### src/rtl/hazard_stall_ctrl.sv
// hazard_stall_ctrl: pipeline interlock for GRF read-after-write and mult/div occupancy hazards.
// Latency: stall and the enables are combinational in the same cycle; md_busy/md_done are registered.
// Backpressure: stall freezes PC and F/D and turns D/E into a bubble. Optional macro HAZARD_STALL_CNT_EN adds stall_cnt.
module hazard_stall_ctrl (
  input  logic        clk,
  input  logic        reset_n,
  input  logic [4:0]  D_rs_addr,
  input  logic [4:0]  D_rt_addr,
  input  logic [1:0]  D_Tuse_rs,
  input  logic [1:0]  D_Tuse_rt,
  input  logic        D_is_md,
  input  logic [4:0]  E_write_addr,
  input  logic [1:0]  E_Tnew,
  input  logic [4:0]  M_write_addr,
  input  logic [1:0]  M_Tnew,
  input  logic        E_md_start,
  input  logic        E_md_is_div,
  output logic        PC_en,
  output logic        FD_en,
  output logic        DE_en,
  output logic        DE_clear,
  output logic        md_busy,
  output logic        md_done,
`ifdef HAZARD_STALL_CNT_EN
  output logic [31:0] stall_cnt,
`endif
  output logic        stall
);

  localparam logic [3:0] MULT_CYCLES = 4'd5;
  localparam logic [3:0] DIV_CYCLES  = 4'd10;

  logic [3:0] md_cnt;
  logic       rs_hazard;
  logic       rt_hazard;
  logic       md_hazard;

  // Register hazards: a producer that is still further from ready than the consumer can wait.
  // Register 0 is hard-wired, so it never creates a dependency.
  always_comb begin
    rs_hazard = 1'b0;
    rt_hazard = 1'b0;
    if (D_rs_addr != 5'd0) begin
      rs_hazard = ((D_rs_addr == E_write_addr) && (E_Tnew > D_Tuse_rs)) ||
                  ((D_rs_addr == M_write_addr) && (M_Tnew > D_Tuse_rs));
    end
    if (D_rt_addr != 5'd0) begin
      rt_hazard = ((D_rt_addr == E_write_addr) && (E_Tnew > D_Tuse_rt)) ||
                  ((D_rt_addr == M_write_addr) && (M_Tnew > D_Tuse_rt));
    end
  end

  // A mult/div-class instruction in D must wait while the unit is busy or about to start.
  always_comb begin
    md_hazard = D_is_md && (md_busy || E_md_start);
    stall     = rs_hazard || rt_hazard || md_hazard;
  end

  // On stall, hold PC and F/D and push a nop into D/E.
  always_comb begin
    PC_en    = ~stall;
    FD_en    = ~stall;
    DE_en    = 1'b1;
    DE_clear = stall;
  end

  // Busy counter: loads only from idle, so a start during busy or on the final count is dropped.
  always_ff @(posedge clk or negedge reset_n) begin
    if (!reset_n) begin
      md_cnt <= 4'd0;
    end else if (md_cnt != 4'd0) begin
      md_cnt <= md_cnt - 4'd1;
    end else if (E_md_start) begin
      md_cnt <= E_md_is_div ? DIV_CYCLES : MULT_CYCLES;
    end
  end

  // Completion pulse lands in the cycle after the count steps from 1 to 0.
  always_ff @(posedge clk or negedge reset_n) begin
    if (!reset_n) begin
      md_done <= 1'b0;
    end else begin
      md_done <= (md_cnt == 4'd1);
    end
  end

  assign md_busy = (md_cnt != 4'd0);

`ifdef HAZARD_STALL_CNT_EN
  // Free-running count of stalled cycles; wraps naturally at 32 bits.
  always_ff @(posedge clk or negedge reset_n) begin
    if (!reset_n) begin
      stall_cnt <= 32'd0;
    end else if (stall) begin
      stall_cnt <= stall_cnt + 32'd1;
    end
  end
`endif

endmodule

### config.mk
export PLATFORM = sky130hd
export DESIGN_NAME = hazard_stall_ctrl
export DESIGN_NICKNAME = d
export VERILOG_FILES = /design/src/rtl/hazard_stall_ctrl.sv
export SDC_FILE = /design/constraint.sdc
export NUM_CORES = 1
export LEC_CHECK = 0
export ABC_CLOCK_PERIOD_IN_PS = 3100
export BUFFER_PORTS_ARGS = -buffer_cell sky130_fd_sc_hd__buf_4
export CAP_MARGIN = 10
export CELL_PAD_IN_SITES_DETAIL_PLACEMENT = 0
export CELL_PAD_IN_SITES_GLOBAL_PLACEMENT = 1
export CORE_MARGIN = 1.5
export CORE_UTILIZATION = 29
export CTS_BUF_LIST = sky130_fd_sc_hd__clkbuf_8
export DETAILED_ROUTE_END_ITERATION = 8
export GPL_TIMING_DRIVEN = 0
export MAX_ROUTING_LAYER = met4
export PLACE_DENSITY = 0.89
export SLEW_MARGIN = 25
export SYNTH_ARGS = -nofsm -noshare
export SYNTH_HDL_FRONTEND = slang
export SYNTH_SLANG_ARGS = --single-unit
### constraint.sdc
create_clock -name clk -period 3.1 [get_ports clk]
set_input_delay 0.93 -clock clk [delete_from_list [all_inputs] [get_ports clk]]
set_output_delay 0.93 -clock clk [all_outputs]
set_load 0.03 [all_outputs]
Word-level counts from Yosys, hierarchy flattened. Cells that the tools add are included. Widths: inputs -> output; s select.

Bits of input ports: 33. ROM bits: 0. Word-level logic and storage cells: 32. Memories kept: 0. Output and inout bits: 7. RAM bits: 0. Register bits: 5. Bits in latches: 0.

Eq/ne operators: 5. $lt $le $gt $ge: 4. Muxes and demuxes: 5. Divide/modulo/power cells: 0. Reductions and logical operators: 14. Bitwise logic cells: 1. Multiply operators: 0. Add/sub/neg operators: 1. Shift operators: 0.

Operator list (number): $eq 5x5->1 (4); $mux 4 (3); $reduce_bool 5->1 (2); $gt 2x2->1 (4); $logic_and 1x1->1 (5); $logic_or 1x1->1 (5); $eq 4x1->1 const B (1); $reduce_bool 4->1 (1); $sub 4x1->4 const B (1); $mux 1 (2); $reduce_bool 2->1 (1); $not 1->1 (1).

Longest topological paths before layout. Gate-level depths: netlist of run 1.

Depth in word-level cells: 7. Gate-level depth with buffers: 8. Gate-level depth less buffers: 7.

Worst setup path before layout of run 1. Ideal clock, no wire load.

Kind: input port to output port. Start: input port D_Tuse_rt[1]. End: output port PC_en. Stages on the path: 8. Buffers on the path: 1. Required time: 2.170 ns. Slack: -0.157 ns. Arrival: 2.327 ns. Path through: inv_1 > ha_1 > nor2b_1 > o21ai_0 > a2111oi_1 > o22ai_1 > and3_1 > buf_4.

Longest elaborated chain between the ends: 7. Elaborated cells on any way between the ends: 9. Classes of those cells: order compare: 2; mux: 1; bitwise: 1; reduce/logical: 5.

RTL lines: start: declaration (RTL line 10) `input logic [1:0] D_Tuse_rt,`; $gt 2x2->1, on equally long branches (RTL line 48, 49); $logic_and 1x1->1, on equally long branches (RTL line 48, 49); $logic_or 1x1->1 (*) (RTL line 48) `rt_hazard = ((D_rt_addr == E_write_addr) && (E_Tnew > D_Tuse_rt)) ||`; $mux 1 (*) (RTL line 47) `if (D_rt_addr != 5'd0) begin`; $logic_or 1x1->1 (*) (2 in series) (RTL line 56) `stall = rs_hazard || rt_hazard || md_hazard;`; $not 1->1 (*); end: declaration (RTL line 18) `output logic PC_en,`.

Every way passes the cells marked *; elsewhere a longest branch is shown, timed or not.

Final worst setup path of run 1.
Start: input port D_Tuse_rt[1]. End: output port stall.

Longest elaborated chain between the ends: 6. Elaborated cells on any way between the ends: 8. Classes of those cells: order compare: 2; mux: 1; reduce/logical: 5.

RTL lines: $gt 2x2->1, on equally long branches (RTL line 48, 49); $logic_and 1x1->1, on equally long branches (RTL line 48, 49); $logic_or 1x1->1 (*) (RTL line 48); $mux 1 (*) (RTL line 47); $logic_or 1x1->1 (*) (2 in series) (RTL line 56); end: declaration (RTL line 27) `output logic stall`.

Marked as above.

==> flow_summary.toml, run 1 <==
[clock_network]
root_buffer = "clkbuf_8"
path_clk_slew_ps = 40
tritoncts = "done"
cts_num_sinks = 5
clk_latency_ps = 220
max-clock-path-buffers = 2
ctsHoldBuffers = 0
cts_buffers = 3
h-tree-depth = 1

[yosys]
synth-main-ff-cell = "dfrtp_1"
synth_seq_cells = 5
synth_area_leaders = "ha_1 19%, dfrtp_1 17%, xnor2_1 17%"
synth-edff-count = 0
synthArstFlopShare_pct = 100.0
avgSynthCellArea_um2 = 8.294
synth_top_cell_area_share_pct = 18.64
synthCells = 89
synth_nets = 133
synthDistinctLibCells = 28
synth_warnings = 0
netlist_area_um2 = 738.2
yosysMostFrequentCell = "xnor2_1"
synth_top_area_cell = "ha_1"
seq_area_frac_synth_pct = 16.95
synthTopCellsByCount = "14 x xnor2_1, 11 x ha_1, 10 x inv_1"

[detailed_routing]
vias = 779
drtPass1Iterations = 4
wl_per_cell_um = 12.23
drc_errors = 0
detail_route.iter0.violations = 12
ant_nets = 0
viasPerCell = 4.809
wirelength_mm = 1.982

[grt]
grt_pass1_vias = 737
grt_pass1_wl_mm = 2.980
grt_usage_pct = 14.61
antenna_found_initial = 0
grt_start_max_net_pins = 7
grt_overflow = 0

[power]
p_switching_mw = 0.2224
vdd.ir_drop.worst_mv = 0.4576
power.share.clock_pct = 20.5
swShare_pct = 39.26
p_leak_nw = 0.5612
combPwrFrac_pct = 56.9
powerDensity_mw_per_mm2 = 429.9
seq_power_share_pct = 22.6
p_int_mw = 0.3440
power_mw = 0.5665

[critical_path]
critPathCaptureType = "output port"
worstReg2RegStart = "md_cnt[0]$_DFFE_PN0N_"
cp_max_fo = 2
r2r_slack_ps = 1790
critical_path.startpoint_type = "input pin"
path_class = "input pin to output port"
arrival_ps = 2310
required_ps = 2170
r2r_end = "md_cnt[0]$_DFFE_PN0N_"
crit_end = "stall"
crit_start = "D_Tuse_rt[1]"
reg2reg_depth = 6

[final_layout]
multi_input_area_um2 = 680.7
fill_cells = 210
stdcell_area_mm2 = 0.001318
drive_above_1_share_pct = 50.00
ff_latch_area_um2 = 125.1
fin_util_pct = 54.17
fin_nets = 177
instances_no_fill = 162
area_delta_synth_final_pct = 78.47
diodes = 0

[sta]
final-hold-violation-count = 0
rsz0062_at_grt = "yes"
finalWorstSetupSlack_ps = -141.5
finalSetupViolations = 4
fmaxAchievable_ghz = 0.3085
period_share_pct = 104.6
period_needed_ps = 3242
skew_ps = 1.589
maxSlewViolCount = 0

[run_status]
violations = "setup timing"
outcome = "complete, but fails checks"

[job]
max-cap-violations = 0

[place]
dpl-instance-area_mm2 = 0.001104
dp.cells = 157
place_hpwl_mm = 1.617
dp_worst_setup_slack_ps = -371.0
io_buffers = 38
routabilityCongestion = 0.7384

[floorplanning]
io_pins = 40
rows = 18
fp.dieW_um = 53.46
start_util_pct = 30.35
die_y_um = 53.46
core_area_mm2 = 0.002432
die-area_mm2 = 0.002857

[worst_hold_path]
min_from = "md_cnt[3]$_DFFE_PN0N_"
hold_class = "register to register"
-- repair_timing --
item	CTS	global route
endpoints found under the setup margin	4	4
gates resized for setup	8	23
pin swaps	8	14
cloned	0	0
setup buffers	1	0
-- final cells by class --
cell class / instances / share of cell area, %
Timing Repair Buffer: 39 / 25.36
Clock inverter: 1 / 0.2849
Tap cell: 30 / 2.849
Buffer: 4 / 2.659
Clock buffer: 3 / 3.134
Sequential cell: 5 / 9.497
Multi-Input combinational cell: 70 / 51.66
Inverter: 10 / 4.558
-- layout by cell type, fill, tap and decap left out, types with 2 or more instances in the layout --
| master | Yosys | routed |
|---|---|---|
| a21oi_1 | 3 | 3 |
| and2_1 | 2 | 2 |
| buf_4 | 3 | 31 |
| buf_6 | 0 | 9 |
| buf_8 | 0 | 2 |
| clkbuf_8 | 0 | 3 |
| dfrtp_1 | 5 | 5 |
| ha_1 | 11 | 4 |
| ha_4 | 0 | 7 |
| inv_1 | 10 | 7 |
| inv_4 | 0 | 2 |
| nand2_1 | 4 | 2 |
| nand2_2 | 0 | 2 |
| nand4_1 | 3 | 3 |
| nor4_2 | 0 | 3 |
| o21ai_0 | 4 | 3 |
| o31ai_1 | 2 | 2 |
| or4_1 | 2 | 2 |
| xnor2_1 | 14 | 14 |
| xor2_1 | 7 | 7 |
-- state kept, by name, summed over array words and instances (netlist names) --
register  cells
md_cnt        4
md_done       1
-- per-layer routing --
metal / part of all wire, % / routed length [um] / track usage, % / vias up
met4: 1.2 / 23 / 4.701 / 0
li1: - / - / - / 392
met5: 0 / 0 / - / -
met1: 39 / 772 / 15.79 / 354
met3: 6.9 / 137 / 3.672 / 2
met2: 53 / 1049 / 25.93 / 31
-- kinds of logic after synthesis --
kind of cell	Yosys count	synth area share (%)
xor gates and xnor gates	21	24.92
and+or+nand+nor	21	16.10
AOI/OAI and AO/OA	15	12.71
buffers and inverters	14	8.813
adders and majority gates	11	18.64
DFF	5	16.95
other	1	0.5080
muxes	1	1.356
-- power by group through the flow --
| stage | clock network [mW] | logic [mW] | registers, mW |
|---|---|---|---|
| 2_1_floorplan | 0 | 0.186 | 0.132 |
| 5_1_grt | 0.124 | 0.363 | 0.135 |
| 3_3_place_gp | 0 | 0.287 | 0.129 |
| 6_report | 0.116 | 0.322 | 0.128 |
| 4_1_cts | 0.118 | 0.306 | 0.129 |
| 3_5_place_dp | 0 | 0.295 | 0.130 |
-- per-stage QoR --
step | hold WS [ps] | TNS (ps)
finish | 488.4 | -395.8
global route | 499.9 | -731.2
CTS | 492.4 | -520.9
detailed placement | 488.7 | -1051
global placement | 473.3 | -1002
floorplan | 453.6 | -26.82
-- critical path, stage by stage --
cell and delay (ps):
buf_8 90, inv_12 30, ha_4 250, nor2b_1 120, o21ai_1 80, a2111oi_2 230, o22ai_1 160, buf_4 150
nand3_2 60, buf_6 90, buf_6 110
-- worst min-delay path by stage --
| stage | end | slack (ps) | cells after the start |
|---|---|---|---|
| after detailed placement | md_cnt[3]$_DFFE_PN0N_ | 490 | 1 |
| after CTS | md_cnt[3]$_DFFE_PN0N_ | 490 | 1 |
| after global routing | md_cnt[0]$_DFFE_PN0N_ | 500 | 1 |
| after global placement | md_cnt[3]$_DFFE_PN0N_ | 470 | 1 |
| final | md_cnt[3]$_DFFE_PN0N_ | 490 | 1 |
| after floorplan | md_cnt[3]$_DFFE_PN0N_ | 450 | 1 |
Power figures use the tool's default switching activity.
==> inputs of run 2 (changes only) <==
PLACE_DENSITY = 0.88   (was 0.89)
==> run 2 against run 1 <==
  * The run still ends with setup timing left
  * Critical path type unchanged
  * Register-to-register slack about the same
  * Critical path depth fell by 1
  * Final cell count is 0.62% higher
  * Clock skew rose by 1.2 ps
  * Largest power group unchanged
==> flow_summary.toml, run 2 (same netlist as run 1, synthesis figures left out) <==
[final_layout]
fin_util_pct = 52.73
regMostFlops = "md_cnt"
area_delta_synth_final_pct = 73.73
layout_commonest_cell = "buf_4"
fill_cells = 229
fin_nets = 178
largest_register_ffs = 4
diodes = 0
drive_above_1_share_pct = 47.37
stdcell_area_mm2 = 0.001282
largest_registers = "md_cnt (4), md_done (1)"
final_cell_mix = "32 x buf_4, 14 x xnor2_1, 10 x buf_6"
instances_no_fill = 163

[floorplanning]
die-area_mm2 = 0.002857
io_pins = 40
die_y_um = 53.46
start_util_pct = 30.35
core_area_mm2 = 0.002432
rows = 18
fp.dieW_um = 53.46

[sta]
finalWorstSetupSlack_ps = -208.9
period_share_pct = 106.7
rsz0062_at_grt = "yes"
final-hold-violation-count = 0
skew_ps = 2.819
period_needed_ps = 3309
fmaxAchievable_ghz = 0.3022
maxSlewViolCount = 0
finalSetupViolations = 4

[clock_network]
max-clock-path-buffers = 2
clk_latency_ps = 220
h-tree-depth = 1
root_buffer = "clkbuf_8"
cts_num_sinks = 5
cts_buffers = 3
tritoncts = "done"
path_clk_slew_ps = 40

[detailed_routing]
drc_errors = 0
wirelength_mm = 2.094
viasPerCell = 4.834
ant_nets = 0
drtPass1Iterations = 2
wl_per_cell_um = 12.85
detail_route.iter0.violations = 2
vias = 788

[grt]
grt_usage_pct = 15.50
grt_overflow = 0
grt_start_max_net_pins = 7
grt_pass1_vias = 764
antenna_found_initial = 0
grt_pass1_wl_mm = 3.125

[power]
power_mw = 0.5629
vdd.ir_drop.worst_mv = 0.5330
seq_power_share_pct = 22.9
swShare_pct = 39.22
p_leak_nw = 0.5639
power.share.clock_pct = 20.4
combPwrFrac_pct = 56.7
powerDensity_mw_per_mm2 = 438.9
p_int_mw = 0.3421
p_switching_mw = 0.2208

[place]
dp_worst_setup_slack_ps = -388.3
io_buffers = 38
routabilityCongestion = 0.7553
place_hpwl_mm = 1.735
dpl-instance-area_mm2 = 0.001104
dp.cells = 157

[critical_path]
reg2reg_depth = 6
crit_path_frequent_cell = "buf_6"
critPathCaptureType = "output port"
arrival_ps = 2380
crit_cells = 10
path_class = "input pin to output port"
cp_max_fo = 2
required_ps = 2170
cp_slowest_cell = "nor4_2"
worst-path-buf-inv = 4
crit_path_cell_trace = "buf_6 > inv_4 > ha_4 > nand2_2 > nand4_1 > nor4_2 > o22ai_2 > and3_4 > buf_6 > buf_6"
critical_path.top_delay_family = "simple AND/OR/NAND/NOR gates"
critical_path.startpoint_type = "input pin"
slowest_delay_ps = 350

[job]
max-cap-violations = 0

[run_status]
outcome = "complete, but fails checks"
violations = "setup timing"

[worst_hold_path]
hold_class = "register to register"
hold_depth = 1
[run 2: changes by cell type in the layout (fill, tap and decap cells not counted), sizes merged]
cell and change:
buf +1
[run 2: layout make-up]
| cell class | count | area, um2 | share of cell area [%] |
|---|---|---|---|
| Timing Repair Buffer | 40 | 337.8 | 26.34 |
| Tap cell | 30 | 37.54 | 2.927 |
| Sequential cell | 5 | 125.1 | 9.756 |
| Clock inverter | 1 | 3.754 | 0.2927 |
| Inverter | 10 | 55.05 | 4.293 |
| Multi-Input combinational cell | 70 | 646.9 | 50.44 |
| Clock buffer | 3 | 41.29 | 3.220 |
| Buffer | 4 | 35.03 | 2.732 |
[run 2: final timing paths]
kind / startpoint / end / slack (ps)
worst max-delay path: D_Tuse_rs[1] / PC_en / -210
worst min-delay path: md_cnt[3]$_DFFE_PN0N_ / md_cnt[3]$_DFFE_PN0N_ / 490
worst max register to register: md_cnt[0]$_DFFE_PN0N_ / md_cnt[0]$_DFFE_PN0N_ / 1780
worst min register to register: md_cnt[3]$_DFFE_PN0N_ / md_cnt[3]$_DFFE_PN0N_ / 490
max in group asynchronous: reset_n / md_cnt[1]$_DFFE_PN0N_ / 2490
min in group asynchronous: reset_n / md_done$_DFF_PN0_ / 500
[run 2: power groups by stage]
stage / clock [mW] / combinational, mW / sequential (mW)
6_report: 0.115 / 0.319 / 0.129
5_1_grt: 0.124 / 0.358 / 0.134
4_1_cts: 0.118 / 0.310 / 0.129
3_5_place_dp: 0 / 0.298 / 0.130
3_3_place_gp: 0 / 0.288 / 0.129
2_1_floorplan: 0 / 0.186 / 0.132
[run 2: worst register-to-register path, cell delays in order, from the launching register on]
cell	delay [ps]
dfrtp_1	410
inv_1	80
ha_1	220
and2_1	130
buf_2	150
o211ai_1	90
o21ai_0	110
[run 2: timing repair]
action                     CTS  global route
setup endpoints to repair    4             4
gates resized for setup     11            13
hold buffers                 0             0
buffers inserted             1             1
pin swaps                   10            10
[run 2: stage by stage]
step                hold WS, ps  setup TNS [ps]
finish                    492.4          -595.1
global route              500.7          -832.6
CTS                       488.5          -521.7
detailed placement        485.0           -1119
global placement          473.3          -951.1
floorplan                 453.6          -26.82
[run 2: routing by layer]
metal | wire length, um | track usage, % | vias up
met5 | 0 | - | -
met4 | 0 | 4.701 | 0
met3 | 165 | 4.520 | 0
met2 | 1225 | 29.22 | 28
met1 | 703 | 15.08 | 367
li1 | - | - | 393
==> inputs of run 3 (changes only) <==
CORE_MARGIN = 4   (was 1.5)
GPL_TIMING_DRIVEN = not set   (was 0)
==> run 3 against run 2 <==
  * The flow still finishes with violations (setup timing)
  * Die area rose by 20%
  * Sequential share of layout area increased by 0.44 points
  * Final area down 4.3%
  * First-iteration DRC count grew to 6.0 times the previous value
  * Non-clock buffer count down 4
  * Critical path type unchanged
  * Largest power group unchanged
==> flow_summary.toml, run 3 (same netlist as run 1, synthesis figures left out) <==
[critical_path]
critPathCaptureType = "output port"
critical_path.startpoint_type = "input pin"
required_ps = 2170
crit_path_cell_trace = "buf_8 > inv_12 > ha_4 > nor2b_4 > o21ai_2 > a2111oi_4 > o22ai_2 > and3_4 > buf_6"
r2r_slack_ps = 1820
worst-path-buf-inv = 3
cp_slowest_cell = "a2111oi_4"
path_class = "input pin to output port"
r2r_end = "md_cnt[0]$_DFFE_PN0N_"
arrival_ps = 2270
critical_path.top_delay_family = "compound AO/OA/AOI/OAI gates"
reg2reg_depth = 5
worstReg2RegStart = "md_cnt[0]$_DFFE_PN0N_"
cp_max_fo = 2
slowest_delay_ps = 280

[place]
routabilityCongestion = 0.8196
dp.cells = 155
io_buffers = 38
place_hpwl_mm = 1.762

[sta]
fmaxAchievable_ghz = 0.3128
period_needed_ps = 3197
skew_ps = 2.721
finalSetupViolations = 4
final-hold-violation-count = 0
period_share_pct = 103.1
whs_ps = 501.1
fin_tns_setup_ps = -201.2
maxSlewViolCount = 0
finalWorstSetupSlack_ps = -96.54
rsz0062_at_grt = "yes"

[run_status]
outcome = "complete, but fails checks"
violations = "setup timing"

[power]
p_leak_nw = 0.5481
power_mw = 0.5497
powerDensity_mw_per_mm2 = 447.9
vdd.ir_drop.worst_mv = 0.5484

[final_layout]
area_delta_synth_final_pct = 66.27
largest_register_ffs = 4
fill_cells = 245
fin_util_pct = 50.00
diodes = 0
instances_no_fill = 159
fin_nets = 174
largest_registers = "md_cnt (4), md_done (1)"
layout_commonest_cell = "buf_4"
drive_above_1_share_pct = 44.96
ff_latch_area_um2 = 125.1
final_cell_mix = "34 x buf_4, 14 x xnor2_1, 9 x ha_1"
regMostFlops = "md_cnt"
multi_input_area_um2 = 643.1

[clock_network]
cts_buffers = 3
tritoncts = "done"
h-tree-depth = 1
ctsHoldBuffers = 0
clk_latency_ps = 220
max-clock-path-buffers = 2
cts_num_sinks = 5
path_clk_slew_ps = 40
post_cts_buffers = 0
root_buffer = "clkbuf_8"

[grt]
antenna_found_initial = 0
grt_start_max_net_pins = 7
grt_pass1_vias = 802
grt_pass1_wl_mm = 3.463
grt_usage_pct = 13.66
grt_overflow = 0

[floorplanning]
die-area_mm2 = 0.003417
die_y_um = 58.46
core_area_mm2 = 0.002455
io_pins = 40
rows = 18
start_util_pct = 30.07
fp.dieW_um = 58.46

[detailed_routing]
ant_nets = 0
wl_per_cell_um = 13.51
viasPerCell = 4.811
vias = 765
drc_errors = 0
drtPass1Iterations = 4
wirelength_mm = 2.148
detail_route.iter0.violations = 12

[worst_hold_path]
hold_class = "input pin to asynchronous set/reset pin"

[job]
max-cap-violations = 0
==> run 3: cell count changes in the layout (fill, tap and decap cells not counted), sizes merged <==
cell  previous run  this run
buf             44        40
==> run 3: where the power goes <==
group	switching [mW]	internal, mW
sequential	0.0308	0.0990
clock	0.0319	0.0849
combinational	0.157	0.146
total	0.220	0.330
==> run 3: final cells by class <==
| cell class | instances | share of cell area [%] |
|---|---|---|
| Tap cell | 30 | 3.058 |
| Sequential cell | 5 | 10.19 |
| Clock buffer | 3 | 3.364 |
| Clock inverter | 1 | 0.3058 |
| Multi-Input combinational cell | 70 | 52.40 |
| Inverter | 10 | 4.077 |
| Timing Repair Buffer | 40 | 26.61 |
==> run 3: metal layers <==
layer / GRT usage (%) / wire [um]
met1: 14.76 / 819
met2: 24.08 / 1128
met3: 3.289 / 173
met4: 4.967 / 26
met5: - / 0
==> run 3: worst max path at each step <==
stage	start	to	slack (ps)	cells past startpoint
floorplan	D_Tuse_rt[1]	PC_en	-30	8
global placement	D_Tuse_rt[1]	FD_en	-250	9
detailed placement	D_Tuse_rt[1]	PC_en	-270	9
CTS	D_Tuse_rt[1]	PC_en	-60	9
global route	D_Tuse_rt[1]	PC_en	-160	9
finish	D_Tuse_rt[1]	PC_en	-100	9
==> run 3: timing repair <==
item	4_1_cts	5_1_grt
gates resized for setup	13	7
endpoints found under the hold margin	0	0
pin swaps	9	4
setup endpoints to repair	4	4
==> run 3: worst register-to-register path, cell delays in order (launching register included) <==
cell and delay, ps:
dfrtp_1 410, inv_1 90, ha_1 220, and2_1 210, o211ai_1 110, o21ai_0 100
==> run 3: per-stage QoR <==
stage,worst slack (ps),cell area [um2]
after floorplan,-26.82,780.7
after global placement,-246.9,1084
after detailed placement,-268.7,1084
after CTS,-61.12,1190
after global routing,-156.0,1227
final,-96.54,1227
